### src/rtl/matrix_uart_pkg.sv
// Shared types and helpers for the matrix result UART link.
// Used by both the transmit path and the host-facing receiver.
package matrix_uart_pkg;

   typedef enum logic [2:0] {
      IDLE,
      FETCH,
      WAIT,
      BYTE,
      FINISH
   } tx_state_t;

   localparam int WORD_W = 32;
   localparam int BYTES_PER_WORD = WORD_W / 8;

   function automatic int clks_per_bit(
      input int clk_hz,
      input int baud
   );
      return clk_hz / baud;
   endfunction

endpackage

### src/rtl/matrix_result_tx_if.sv
// Result-memory read port, start/status and serial line bundle.
// master = controller side, slave = matrix_result_tx.
interface matrix_result_tx_if #(
   parameter int MAX_M  = 4,
   parameter int MAX_P  = 4,
   parameter int DATA_W = 32
);
   localparam int MW = $clog2(MAX_M + 1);
   localparam int PW = $clog2(MAX_P + 1);
   localparam int RW = $clog2(MAX_M);
   localparam int CW = $clog2(MAX_P);

   logic              start;
   logic [MW-1:0]     m_dim;
   logic [PW-1:0]     p_dim;
   logic              rd_en;
   logic [RW-1:0]     rd_row;
   logic [CW-1:0]     rd_col;
   logic [DATA_W-1:0] rd_data;
   logic              uart_tx;
   logic              busy;
   logic              done;

   modport master (
      output start, m_dim, p_dim, rd_data,
      input  rd_en, rd_row, rd_col,
      input  uart_tx, busy, done
   );

   modport slave (
      input  start, m_dim, p_dim, rd_data,
      output rd_en, rd_row, rd_col,
      output uart_tx, busy, done
   );

endinterface

### src/rtl/matrix_result_tx_uart.sv
// 8N1 byte serializer; a new byte may be loaded in the
// last stop-bit cycle so consecutive bytes have no gap.
module uart_tx_byte #(
   parameter int CLKS_PER_BIT = 5208
) (
   input  logic       clk,
   input  logic       rst,
   input  logic       tx_start,
   input  logic [7:0] tx_data,
   output logic       tx,
   output logic       tx_busy,
   output logic       tx_done
);
   localparam int CW = (CLKS_PER_BIT > 1) ?
                       $clog2(CLKS_PER_BIT) : 1;

   logic [CW-1:0] baud_q, baud_d;
   logic [3:0]    bit_q, bit_d;
   logic [9:0]    frame_q, frame_d;
   logic          busy_q, busy_d;
   logic          bit_end;
   logic          last;

   always_comb begin
      bit_end = busy_q &&
                (baud_q == CW'(CLKS_PER_BIT - 1));
      last    = bit_end && (bit_q == 4'd9);
      baud_d  = baud_q;
      bit_d   = bit_q;
      frame_d = frame_q;
      busy_d  = busy_q;
      if (tx_start && (!busy_q || last)) begin
         frame_d = {1'b1, tx_data, 1'b0};
         baud_d  = '0;
         bit_d   = '0;
         busy_d  = 1'b1;
      end else if (bit_end) begin
         baud_d  = '0;
         frame_d = {1'b1, frame_q[9:1]};
         if (last) busy_d = 1'b0;
         else      bit_d  = bit_q + 4'd1;
      end else if (busy_q) begin
         baud_d = baud_q + 1'b1;
      end
   end

   always_ff @(posedge clk or posedge rst) begin
      if (rst) begin
         baud_q  <= '0;
         bit_q   <= '0;
         frame_q <= '1;
         busy_q  <= 1'b0;
      end else begin
         baud_q  <= baud_d;
         bit_q   <= bit_d;
         frame_q <= frame_d;
         busy_q  <= busy_d;
      end
   end

   assign tx      = busy_q ? frame_q[0] : 1'b1;
   assign tx_busy = busy_q;
   assign tx_done = last;

endmodule

### src/rtl/matrix_result_tx.sv
// Streams result matrix C row-major over UART, each word
// as bytes MSB first, two idle cycles between words.
module matrix_result_tx
   import matrix_uart_pkg::*;
#(
   parameter int CLOCK_FREQ = 50000000,
   parameter int BAUD_RATE  = 9600,
   parameter int MAX_M      = 4,
   parameter int MAX_P      = 4,
   parameter int DATA_W     = WORD_W
) (
   input logic              clk,
   input logic              rst,
   matrix_result_tx_if.slave bus
);
   localparam int CLKS_PER_BIT =
      clks_per_bit(CLOCK_FREQ, BAUD_RATE);
   localparam int NBYTES = DATA_W / 8;
   localparam int MW = $clog2(MAX_M + 1);
   localparam int PW = $clog2(MAX_P + 1);
   localparam int RW = $clog2(MAX_M);
   localparam int CW = $clog2(MAX_P);
   localparam int BW = (NBYTES > 1) ? $clog2(NBYTES) : 1;

   tx_state_t         state_q, state_d;
   logic [MW-1:0]     m_q, m_d, m_cl;
   logic [PW-1:0]     p_q, p_d, p_cl;
   logic [RW-1:0]     row_q, row_d;
   logic [CW-1:0]     col_q, col_d;
   logic [BW-1:0]     byte_q, byte_d;
   logic [DATA_W-1:0] word_q, word_d;
   logic              busy_q, busy_d;
   logic              done_q, done_d;
   logic              rd_en;
   logic              tx_start;
   logic [7:0]        tx_data;
   logic              tx, tx_busy, tx_done;
   logic              last_row, last_col;

   always_comb begin
      m_cl = (bus.m_dim > MW'(MAX_M)) ?
             MW'(MAX_M) : bus.m_dim;
      p_cl = (bus.p_dim > PW'(MAX_P)) ?
             PW'(MAX_P) : bus.p_dim;
      last_row = (MW'(row_q) == m_q - 1'b1);
      last_col = (PW'(col_q) == p_q - 1'b1);
      state_d  = state_q;
      m_d      = m_q;
      p_d      = p_q;
      row_d    = row_q;
      col_d    = col_q;
      byte_d   = byte_q;
      word_d   = word_q;
      busy_d   = busy_q;
      done_d   = 1'b0;
      rd_en    = 1'b0;
      tx_start = 1'b0;
      tx_data  = word_q[DATA_W-9 -: 8];
      unique case (state_q)
         IDLE: begin
            if (bus.start && !busy_q && !tx_busy) begin
               m_d    = m_cl;
               p_d    = p_cl;
               row_d  = '0;
               col_d  = '0;
               busy_d = 1'b1;
               if (m_cl == '0 || p_cl == '0)
                  state_d = FINISH;
               else
                  state_d = FETCH;
            end
         end
         FETCH: begin
            rd_en   = 1'b1;
            state_d = WAIT;
         end
         // first byte goes straight from the read port
         WAIT: begin
            word_d   = bus.rd_data;
            byte_d   = '0;
            tx_start = 1'b1;
            tx_data  = bus.rd_data[DATA_W-1 -: 8];
            state_d  = BYTE;
         end
         BYTE: begin
            if (tx_done) begin
               word_d = word_q << 8;
               if (byte_q == BW'(NBYTES - 1)) begin
                  if (last_col) begin
                     col_d = '0;
                     row_d = row_q + 1'b1;
                  end else begin
                     col_d = col_q + 1'b1;
                  end
                  if (last_col && last_row)
                     state_d = FINISH;
                  else
                     state_d = FETCH;
               end else begin
                  byte_d   = byte_q + 1'b1;
                  tx_start = 1'b1;
               end
            end
         end
         FINISH: begin
            busy_d  = 1'b0;
            done_d  = 1'b1;
            state_d = IDLE;
         end
         default: state_d = IDLE;
      endcase
   end

   always_ff @(posedge clk or posedge rst) begin
      if (rst) begin
         state_q <= IDLE;
         m_q     <= '0;
         p_q     <= '0;
         row_q   <= '0;
         col_q   <= '0;
         byte_q  <= '0;
         word_q  <= '0;
         busy_q  <= 1'b0;
         done_q  <= 1'b0;
      end else begin
         state_q <= state_d;
         m_q     <= m_d;
         p_q     <= p_d;
         row_q   <= row_d;
         col_q   <= col_d;
         byte_q  <= byte_d;
         word_q  <= word_d;
         busy_q  <= busy_d;
         done_q  <= done_d;
      end
   end

   uart_tx_byte #(
      .CLKS_PER_BIT(CLKS_PER_BIT)
   ) u_ser (
      .clk     (clk),
      .rst     (rst),
      .tx_start(tx_start),
      .tx_data (tx_data),
      .tx      (tx),
      .tx_busy (tx_busy),
      .tx_done (tx_done)
   );

   assign bus.rd_en   = rd_en;
   assign bus.rd_row  = row_q;
   assign bus.rd_col  = col_q;
   assign bus.uart_tx = tx;
   assign bus.busy    = busy_q;
   assign bus.done    = done_q;

endmodule
### src/flat_wrapper.sv
// flat-port wrapper written by rule: the top's interface ports become plain ports
module matrix_result_tx_flat import matrix_uart_pkg::*;
#(
   parameter int CLOCK_FREQ = 50000000,
   parameter int BAUD_RATE  = 9600,
   parameter int MAX_M      = 4,
   parameter int MAX_P      = 4,
   parameter int DATA_W     = WORD_W
)
  (clk, rst, bus_start, bus_m_dim, bus_p_dim, bus_rd_data, bus_rd_en, bus_rd_row, bus_rd_col, bus_uart_tx, bus_busy, bus_done);
  matrix_result_tx_if #(.MAX_M(MAX_M), .MAX_P(MAX_P), .DATA_W(DATA_W)) bus_i ();
  input logic clk;
  input logic rst;
  input wire logic [$bits(bus_i.start)-1:0] bus_start;
  input wire logic [$bits(bus_i.m_dim)-1:0] bus_m_dim;
  input wire logic [$bits(bus_i.p_dim)-1:0] bus_p_dim;
  input wire logic [$bits(bus_i.rd_data)-1:0] bus_rd_data;
  output wire logic [$bits(bus_i.rd_en)-1:0] bus_rd_en;
  output wire logic [$bits(bus_i.rd_row)-1:0] bus_rd_row;
  output wire logic [$bits(bus_i.rd_col)-1:0] bus_rd_col;
  output wire logic [$bits(bus_i.uart_tx)-1:0] bus_uart_tx;
  output wire logic [$bits(bus_i.busy)-1:0] bus_busy;
  output wire logic [$bits(bus_i.done)-1:0] bus_done;
  assign bus_i.start = bus_start;
  assign bus_i.m_dim = bus_m_dim;
  assign bus_i.p_dim = bus_p_dim;
  assign bus_i.rd_data = bus_rd_data;
  assign bus_rd_en = bus_i.rd_en;
  assign bus_rd_row = bus_i.rd_row;
  assign bus_rd_col = bus_i.rd_col;
  assign bus_uart_tx = bus_i.uart_tx;
  assign bus_busy = bus_i.busy;
  assign bus_done = bus_i.done;
  matrix_result_tx #(.CLOCK_FREQ(CLOCK_FREQ), .BAUD_RATE(BAUD_RATE), .MAX_M(MAX_M), .MAX_P(MAX_P), .DATA_W(DATA_W)) u_core (.clk(clk), .rst(rst), .bus(bus_i));
endmodule
### config.mk
export PLATFORM = sky130hd
export DESIGN_NAME = matrix_result_tx_flat
export DESIGN_NICKNAME = d
export VERILOG_FILES = /design/src/rtl/matrix_uart_pkg.sv /design/src/rtl/matrix_result_tx_if.sv /design/src/rtl/matrix_result_tx_uart.sv /design/src/rtl/matrix_result_tx.sv /design/src/flat_wrapper.sv
export SDC_FILE = /design/constraint.sdc
export NUM_CORES = 1
export LEC_CHECK = 0
export ABC_AREA = 0
export CAP_MARGIN = 40
export CORE_MARGIN = 2
export CORE_UTILIZATION = 30
export CTS_BUF_LIST = sky130_fd_sc_hd__clkbuf_2
export CTS_CLUSTER_SIZE = 24
export DETAILED_ROUTE_END_ITERATION = 10
export GPL_TIMING_DRIVEN = 0
export PLACE_DENSITY = 0.47
export RECOVER_POWER = 50
export SLEW_MARGIN = 40
export SYNTH_ARGS = -nofsm -noshare
export SYNTH_HDL_FRONTEND = slang
export SYNTH_SLANG_ARGS = --single-unit
export TNS_END_PERCENT = 5
### constraint.sdc
create_clock -name clk -period 6.75 [get_ports clk]
set_clock_uncertainty 0.05 [all_clocks]
set_input_delay 1.0125 -clock clk [delete_from_list [all_inputs] [get_ports clk]]
set_output_delay 1.0125 -clock clk [all_outputs]
set_load 0.02 [all_outputs]
Word level (Yosys, flattened, before mapping)
Index checks and enable logic that the tools add are counted.
{ "word_totals": {"regBits": 69, "mem_count": 0, "latchBits": 0, "mem_bits_ro": 0, "ram_bits": 0} }
{ "op_classes": {"n_reduce_logical": 28, "shift": 0, "muxes": 42, "div": 0, "n_addsub": 7, "eq_ne": 15, "n_bitwise": 0, "multipliers": 0, "order_cmp": 2} }
{ "ops": {"columns": ["cell", "count"], "rows": [
  ["24-bit case mux with 2 select lines", 1],
  ["13-bit two-way mux", 3],
  ["24-bit two-way mux", 1],
  ["3-bit two-way mux", 7],
  ["10-bit two-way mux", 2],
  ["2-bit two-way mux", 9],
  ["13-bit by 1-bit adder with 13-bit output, second input constant", 1],
  ["13-bit == test, second input constant", 1],
  ["4-bit two-way mux", 3],
  ["2-bit case mux with 2 select lines", 3],
  ["3-bit case mux with 4 select lines", 1],
  ["2-bit AND reduction", 5],
  ["2-bit nonzero test", 5],
  ["3-bit zero test", 3],
  ["1-bit two-way mux", 9],
  ["8-bit two-way mux", 1],
  ["2-bit by 1-bit != test with 1-bit output, second input constant", 4],
  ["2-bit by 1-bit adder with 2-bit output, second input constant", 3],
  ["2-bit by 3-bit == test with 1-bit output", 2],
  ["3-bit by 2-bit == test with 1-bit output, second input constant", 2],
  ["3-bit greater-than comparator, second input constant", 2],
  ["1-bit logical AND", 6],
  ["3-bit AND reduction", 2],
  ["3-bit by 1-bit subtractor with 3-bit output, second input constant", 2],
  ["12 further kinds", 16]
]} }

Longest topological paths before layout
{ "logic_depth": {"word_depth": 8, "ltp_mapped": 8, "depth_no_buf": 7} }

Modules after synthesis
A second synthesis with hierarchy kept.
{ "unflattened": {"hier_cells": 322, "area_unflattened_um2": 3459.6} }
{ "modules_own_cells": {"columns": ["module", "cells_per_inst", "seq_area_each_um2", "n_inst", "area_each_um2"], "rows": [
  ["matrix_result_tx", 193, 1026.0, 1, 2019.4],
  ["uart_tx_byte", 129, 686.9, 1, 1440.1]
]} }

Worst setup path before layout
No wires, ideal clock.
{ "synth_timing": {"path_type": "input to register", "startpoint": "input bus_start", "endpoint": "register u_core.m_q[2]", "path_slack_ns": 4.210, "required_time_ns": 6.575, "t_arrival_ns": 2.366, "path_stages": 4, "path_cell_list": "or3b_2 -> or4_1 -> clkbuf_1 -> mux2_2"} }
{ "synth_via": {"elab_chain_len": 3} }
{ "synth_lines": {"columns": ["element", "line_no", "text"], "rows": [
  ["start: declaration", "flat_wrapper.sv:14", "input wire logic [$bits(bus_i.start)-1:0] bus_start;"],
  ["1-bit logical AND (2 in a row)", "matrix_result_tx.sv:61", "if (bus.start && !busy_q && !tx_busy) begin"],
  ["2-bit AND reduction (no line)", null, null],
  ["end signal: assignment", "matrix_result_tx.sv:127", "m_q <= m_d;"],
  ["end: declaration", "matrix_result_tx.sv:26", "logic [MW-1:0] m_q, m_d, m_cl;"]
]} }
Every way passes these cells.
A chain may end at the register's enable or synchronous reset.

==> reports/metrics.cfg <==
[clocking]
path_clk_slew_ns = 0.18
cts_made_buffers = 9
hold_buffers = 0
cts_setup_buffers = 0
root_buffer = clkbuf_2
clockBufferDepth = 2
clkLatencyLatePin_ns = 0.50
htreeDepth = 3
cts_resized = 0
cts.sink_count = 68
cts_tree = done

[power_and_ir_drop]
leakagePower_nw = 1.84
powerDensity_nw_per_um2 = 173
total_power_uw = 717
max-vdd-ir-drop_v = 0.0000800

[finish]
multi_input_comb_area_um2 = 1540
syn2layout_area_growth_pct = 22.8
fill_cells = 1117
stdcell_area_um2 = 4150
diodes = 0
nets = 446
seqCellArea_um2 = 1710
layout-drive-gt1-share_pct = 9.16
postLayoutCoreUtil_pct = 38.0

[hold_path]
worstHoldStart = u_core.u_ser.frame_q[0]
min_path_type = reg -> reg

[yosys]
yosysSeqAreaShare_pct = 50.6
synth-seq-cells = 68
synth_top_area_cell = dfrtp_1
syn-num-nets = 386
synth.distinct_cells = 48
synthArstFlopShare_pct = 100
synth_ff_type = dfrtp_1
netlist_area_um2 = 3380
synth_common_cells = dfrtp_1 (59), o21ai_0 (38), nand2_1 (37), mux2i_1 (23), nor2_1 (19)
yosys.area.top_type_share_pct = 43.7
yosys_warnings = 0
synth_edf_count = 0
syn_avg_cell_area_um2 = 9.98
yosysMostFrequentCell = dfrtp_1
ys_top_cells_by_area = dfrtp_1 (44%), dfstp_2 (7.0%), mux2i_1 (6.8%)
synthCells = 339

[critical_path]
cp.required_ns = 6.88
rr_startpoint = u_core.u_ser.baud_q[3]
crit_path_end_kind = async pin
startpoint_type = input pin
startpoint = rst
worst-path-max-fanout = 40
crit_arrival_ns = 3.99
crit_type = in -> async

[timing]
rsz0062_at_grt = no
fin_crit_ns = 3.86
fin_crit_sh_pct = 57.1
slew_viol_final = 41
slew_headroom_pct = -49.2
setup_violations = 0
hold_viol = 0
tightest_slew_ns = 2.24
setup_ws_ns = 2.89
finalSetupTns_ns = 0
timing.fmax_mhz = 259

[global_route]
use_met1_pct = 19.0
grt_util_met2_pct = 23.5
grt_pass1_vias = 2673
grt_max_degree = 41
track_usage_pct = 14.5
grt_overflow = 0
grt_util_met3_pct = 3.53
antenna_found_initial = 0
busiest_layer = met2
grt_pass1_wl_um = 13400

[placed_design]
dp_hpwl_um = 5640
dp_worst_setup_slack_ns = 3.57
port_buffers = 48
place.gp.congestion = 0.762
dpl-instance-area_um2 = 4060

[drt]
ant_nets = 0
drc = 0
dr_total_vias = 2605
drt_iter0_drc = 170
routed_wl_um = 7830
wire_per_inst_um = 14.4
vias_per_cell = 4.79
drtPass1Iterations = 4

[die]
pin_count = 49
placementRows = 38
die_h_um = 110
die-area_um2 = 12100
coreArea_um2 = 10900
initial_core_util_pct = 30.9
fp.dieW_um = 110

[outcome]
violations = capacitance limit, slew limit
status = complete, but fails checks

[job]
cap_violations = 1

[layout make-up]
type,instances,share of cell area [%]
sequential,68,41.3
multi-input combinational,243,37.2
timing repair buffer,49,11.7
tap,140,4.22
buffer,19,2.11
clock inverter,7,1.63
clock buffer,9,1.08
inverter,9,0.844
[report_power, final]
group | switching (mW) | internal, mW
sequential | 0.00617 | 0.421
clock | 0.156 | 0.0834
combinational | 0.0198 | 0.0312
[stage by stage]
stage,hold slack [ns],instances
floorplan,0.400,339
global placement,0.414,527
detailed placement,0.421,528
CTS,0.444,544
global route,0.477,544
finish,0.439,544
[metal layers]
layer  vias to the layer above  part of all wire [%]
li1                       1332                     -
met1                      1209                    48
met2                        59                    46
met3                         5                   5.2
met4                         0                  0.72
met5                         -                     0
[state kept, by name, summed over array words and instances, names as in the netlist, 2 cells and up]
name	count
u_core.p_q	3
u_core.u_ser.baud_q	13
u_core.word_q	24
u_core.u_ser.bit_q	4
u_core.m_q	3
u_core.state_q	3
u_core.u_ser.frame_q	9
u_core.bus.rd_col	2
u_core.bus.rd_row	2
u_core.byte_q	2
[kinds of logic after synthesis]
| family | Yosys count | synth area share [%] |
|---|---|---|
| flops | 68 | 50.6 |
| buf+inv | 28 | 3.59 |
| fa+ha+maj | 6 | 2.22 |
| mux | 25 | 7.47 |
| xor+xnor | 12 | 3.11 |
| simple gates | 114 | 17.9 |
| compound gates | 86 | 15.1 |
[worst paths after layout]
check                                          end  slack [ns]  cells past startpoint
max in group clk                         bus_rd_en        3.68                      3
hold / removal             u_core.u_ser.frame_q[0]        0.44                      2
setup reg to reg                  u_core.word_q[1]        4.01                      5
min in group asynchronous         u_core.word_q[5]        1.13                      2
hold reg to reg            u_core.u_ser.frame_q[0]        0.44                      2
setup / recovery             u_core.u_ser.bit_q[2]        2.89                      3
[cells in the final DEF (no fill, tap or decap), types with 7 or more instances in the layout]
cell type / count
a21oi_1: 15
a22o_1: 8
clkbuf_1: 16
clkbuf_2: 9
clkdlybuf4s50_1: 46
dfrtp_1: 59
dfstp_2: 9
inv_1: 8
mux2i_1: 23
nand2_1: 37
nand2b_1: 7
nand3_1: 9
nand4_1: 7
nor2_1: 19
nor3_1: 8
o21ai_0: 38
o22ai_1: 7
or3_1: 7
[critical path: stages]
cell	delay [ns]
dlygate4sd3_1	0.54
clkinvlp_2	0.74
clkbuf_1	1.66
No activity file was read; power rests on OpenSTA's default activity.
